### src/rtl/pc_fetch_ctrl.sv
// Fetch-stage controller: drives the PC mux, holds the PC register and runs the imem handshake.
// Optional interrupt entry is compiled in when PC_FETCH_INTR_EN is defined.
module pc_fetch_ctrl #(
    parameter logic [31:0] PC_INC   = 32'd1,
    parameter logic [31:0] RESET_PC = 32'h0
) (
    input  logic        clk,
    input  logic        rst,
    input  logic [31:0] pc_in,
    output logic [1:0]  pc_sel,
    output logic        pc_en,
    output logic [31:0] pc_q,
    output logic [31:0] next_addr,
    input  logic        branch_taken,
    input  logic        stall,
    input  logic        intr_req,
    output logic        intr_ack,
    output logic [31:0] epc,
    output logic        imem_req,
    output logic [31:0] imem_addr,
    input  logic        imem_ack,
    input  logic [31:0] imem_rdata,
    output logic        instr_valid,
    output logic [31:0] instr_out,
    output logic [31:0] instr_pc
);

    typedef enum logic [1:0] {
        S_BOOT,
        S_IDLE,
        S_WAIT
    } state_t;

    typedef enum logic [1:0] {
        SEL_INTR   = 2'b00,
        SEL_FIRST  = 2'b01,
        SEL_NEXT   = 2'b10,
        SEL_BRANCH = 2'b11
    } sel_t;

    state_t state_q, state_d;
    sel_t   sel_c;
    logic   kill_q, kill_d;
    logic   issue;
    logic   deliver;
    logic   intr_fire;
    logic   intr_take;

`ifdef PC_FETCH_INTR_EN
    assign intr_take = intr_req;
`else
    logic unused_intr_req;
    assign unused_intr_req = intr_req;
    assign intr_take       = 1'b0;
`endif

    assign next_addr = pc_q + PC_INC;
    assign pc_sel    = sel_c;

    always_comb begin
        state_d   = state_q;
        kill_d    = kill_q;
        sel_c     = SEL_NEXT;
        pc_en     = 1'b0;
        issue     = 1'b0;
        deliver   = 1'b0;
        intr_fire = 1'b0;
        case (state_q)
            S_BOOT: begin
                sel_c   = SEL_FIRST;
                pc_en   = 1'b1;
                state_d = S_IDLE;
            end
            S_IDLE: begin
                if (branch_taken) begin
                    sel_c = SEL_BRANCH;
                    pc_en = 1'b1;
                end else if (intr_take) begin
                    sel_c     = SEL_INTR;
                    pc_en     = 1'b1;
                    intr_fire = 1'b1;
                end else if (!stall) begin
                    issue   = 1'b1;
                    state_d = S_WAIT;
                end
            end
            S_WAIT: begin
                // A same-cycle branch outranks delivery and any earlier kill.
                if (imem_ack) begin
                    state_d = S_IDLE;
                    kill_d  = 1'b0;
                    if (branch_taken) begin
                        sel_c = SEL_BRANCH;
                        pc_en = 1'b1;
                    end else if (!kill_q) begin
                        sel_c   = SEL_NEXT;
                        pc_en   = 1'b1;
                        deliver = 1'b1;
                    end
                end else if (branch_taken) begin
                    sel_c  = SEL_BRANCH;
                    pc_en  = 1'b1;
                    kill_d = 1'b1;
                end
            end
            default: state_d = S_BOOT;
        endcase
    end

    always_ff @(posedge clk) begin
        if (rst) begin
            state_q     <= S_BOOT;
            kill_q      <= 1'b0;
            pc_q        <= RESET_PC;
            epc         <= '0;
            imem_req    <= 1'b0;
            imem_addr   <= '0;
            instr_valid <= 1'b0;
            instr_out   <= '0;
            instr_pc    <= '0;
            intr_ack    <= 1'b0;
        end else begin
            state_q     <= state_d;
            kill_q      <= kill_d;
            instr_valid <= deliver;
            intr_ack    <= intr_fire;
            if (pc_en) begin
                pc_q <= pc_in;
            end
            if (intr_fire) begin
                epc <= pc_q;
            end
            if (issue) begin
                imem_req  <= 1'b1;
                imem_addr <= pc_q;
            end else if (state_q == S_WAIT && imem_ack) begin
                imem_req <= 1'b0;
            end
            if (deliver) begin
                instr_out <= imem_rdata;
                instr_pc  <= imem_addr;
            end
        end
    end

endmodule

### config.mk
export PLATFORM = sky130hd
export DESIGN_NAME = pc_fetch_ctrl
export DESIGN_NICKNAME = d
export VERILOG_FILES = /design/src/rtl/pc_fetch_ctrl.sv
export SDC_FILE = /design/constraint.sdc
export NUM_CORES = 1
export LEC_CHECK = 0
export CORE_AREA = 2 2 119 121
export CTS_CLUSTER_SIZE = 8
export DETAILED_ROUTE_END_ITERATION = 12
export DIE_AREA = 0 0 121 123
export PLACE_DENSITY = 0.8
export SYNTH_ARGS = -nofsm -noshare
export SYNTH_HDL_FRONTEND = slang
export SYNTH_SLANG_ARGS = --single-unit
export TNS_END_PERCENT = 20
### constraint.sdc
create_clock -name clk -period 2.1 [get_ports clk]
set_clock_uncertainty 0.2 [all_clocks]
set_input_delay 0.42 -clock clk [delete_from_list [all_inputs] [get_ports clk]]
set_output_delay 0.42 -clock clk [all_outputs]
set_load 0.005 [all_outputs]
==> flow_summary.toml <==
[placed_design]
dp_hpwl_um = 11800
portBuffers = 233
place_area_um2 = 8370
globalplace.congestion = 0.803

[timing]
rsz0062_at_grt = "yes"
finalCritPeriodShare_pct = 131
fin_ws_ns = -0.655
setup_viol = 33
fin_crit_ns = 2.75
finalMaxSlewViolations = 0
tns_ns = -14.46
max_freq_mhz = 363
hold_violations = 0

[drt]
routed_wl_um = 19000
wire_per_inst_um = 16.2
drt_first_pass_iters = 4
antenna_left = 0
vias_per_cell = 4.83
route.detailed.drc = 0
drtIter0Drc = 315
dr_total_vias = 5675

[global_route]
grt_max_degree = 81
overflow = 0
antenna_found_initial = 0
grt_util_all_layers_pct = 23.5
grt_pass1_wl_um = 27200
grt_pass1_vias = 5271

[yosys]
ys_types = 33
synth_edf_count = 0
syn_area_um2 = 5520
yosysWarnings = 0
ys_seq_elements = 133
synthCells = 672
avgSynthCellArea_um2 = 8.21
synth_seq_area_share_pct = 48.3
synth_ff_type = "dfxtp_1"
async_flop_share_pct = 0

[pwr]
p_total_mw = 9.34
ir_worst_vdd_mv = 0.744
p_leak_nw = 3.89
p_per_area_nw_per_um2 = 987

[cells_and_area]
finish.utilization_pct = 69.5
insertedDiodeCount = 0
layout.nets = 1057
final_cell_mix = "nand2_1 (200), clkdlybuf4s50_1 (193), dfxtp_1 (118)"
final_common_cell = "nand2_1"
drive_gt1_share_pct = 22.9
fin_area_um2 = 9460
area_growth_pct = 71.6

[hold_path]
hold_depth = 2
worstHoldPathType = "input port to register"
hp-start = "rst"

[clocking]
cts_tree = "built"
clk_path_buf_depth = 2
clk_pin_slew_ns = 0.06
postCtsHoldBufs = 0
cts_root_buf = "clkbuf_16"
cts-htree-levels = 4
clk_latency_ns = 0.42
cts.sinks = 133
cts_buffers = 17

[worst_setup_path]
critPathArrivalTime_ns = 2.13
startpoint = "pc_q[5]"
worstPathRequired_ns = 1.48
r2r_slack_ns = 0.07
r2r_cells = 8
crit_path_start_kind = "register"
endpoint_kind = "primary output"
cp-endpoint = "next_addr[24]"
path_class = "register to primary output"
path_max_fanout = 4
r2r-start = "state_q[1]"
r2r_end = "pc_q[24]"

[run_status]
violations = "negative setup slack"
status = "finished, violations left"

[die]
die_h_um = 123
core_area_um2 = 13600
start_util_pct = 40.5
ioPinCount = 268
die_area_um2 = 14900
num_rows = 43
die_w_um = 121

[job]
cap_violations = 0
-- sequential cells by signal, summed over array words and instances (netlist names) --
| register | count |
|---|---|
| imem_addr | 32 |
| instr_out | 32 |
| instr_pc | 32 |
| pc_q | 32 |
| state_q | 2 |
| imem_req | 1 |
| instr_valid | 1 |
| kill_q | 1 |
-- through the flow --
step | setup slack [ns] | hold WS (ns) | cells
finish | -0.655 | 0.0181 | 1174
global route | -0.732 | 0.0119 | 1174
CTS | -0.676 | 0.000855 | 1165
detailed placement | -0.615 | 0.245 | 1110
global placement | -0.615 | 0.241 | 1110
floorplan | 0.00782 | 0.253 | 704
-- synth_stat cells, types with 2 or more instances --
cell | n | area [um2]
nand2_1 | 208 | 781
dfxtp_1 | 133 | 2660
a21oi_1 | 99 | 495
nor2_1 | 40 | 150
buf_4 | 36 | 270
mux2i_1 | 33 | 330
clkbuf_1 | 31 | 116
xnor2_1 | 22 | 193
nand3_1 | 13 | 65.1
xor2_1 | 8 | 70.1
and3_1 | 6 | 37.5
ha_1 | 6 | 75.1
buf_2 | 5 | 25.0
inv_1 | 5 | 18.8
and4_1 | 3 | 26.3
nand4_1 | 3 | 18.8
nor3_2 | 3 | 30.0
and2_1 | 2 | 12.5
o21ai_0 | 2 | 10.0
-- cell type report --
cell class | instances | area [um2]
Clock buffer | 20 | 467
Clock inverter | 12 | 176
Fill cell | 994 | 4150
Inverter | 5 | 18.8
Multi-Input combinational cell | 494 | 2830
Sequential cell | 133 | 2690
Tap cell | 180 | 225
Timing Repair Buffer | 330 | 3060
-- how the worst min path moves through the flow --
stage	endpoint	slack (ns)
detailed placement	instr_out[0]	0.24
global route	instr_out[0]	0.01
CTS	instr_out[0]	0.0009
global placement	instr_pc[22]	0.24
finish	instr_out[0]	0.02
floorplan	imem_req	0.25
-- worst max-delay path, stage by stage (launching register included) --
cell and delay (ns):
dfxtp_2 0.33, and4_4 0.25, nand3_4 0.11, buf_4 0.17, buf_6 0.11, nor3_4 0.22, buf_6 0.13, nand2_2 0.05
xnor2_1 0.20, buf_2 0.16
-- routing by layer --
layer	routed length, um	vias up	part of all wire (%)	GRT usage, %
li1	-	2741	-	-
met1	7390	2650	39	28.3
met2	9620	230	51	38.4
met3	1180	54	6.2	6.04
met4	793	0	4.2	13.0
met5	0	-	0	0
-- repair_timing --
| action | CTS | global route |
|---|---|---|
| resized for setup | 179 | 47 |
| setup endpoints to repair | 69 | 61 |
| buffers inserted | 24 | 9 |
| pin swaps | 32 | 18 |
-- report_power, final --
group / internal (mW) / total, mW / switching, mW
Clock: 2.08 / 3.17 / 1.09
Sequential: 2.81 / 3.03 / 0.219
Combinational: 1.65 / 3.14 / 1.49
-- kinds of logic (layout without fill, tap and decap cells) --
group | count (synthesis) | after routing | synth area share [%]
XOR/XNOR | 30 | 30 | 4.76
multiplexers | 33 | 33 | 5.99
other | 1 | 33 | 0.0680
AND/OR/NAND/NOR | 286 | 286 | 21.9
AO/OA/AOI/OAI | 106 | 106 | 9.85
adder cells (fa/ha/maj) | 6 | 6 | 1.36
buffers and inverters | 77 | 367 | 7.80
flip-flops | 133 | 133 | 48.3
Note: power is estimated with default switching activity, not from simulation.
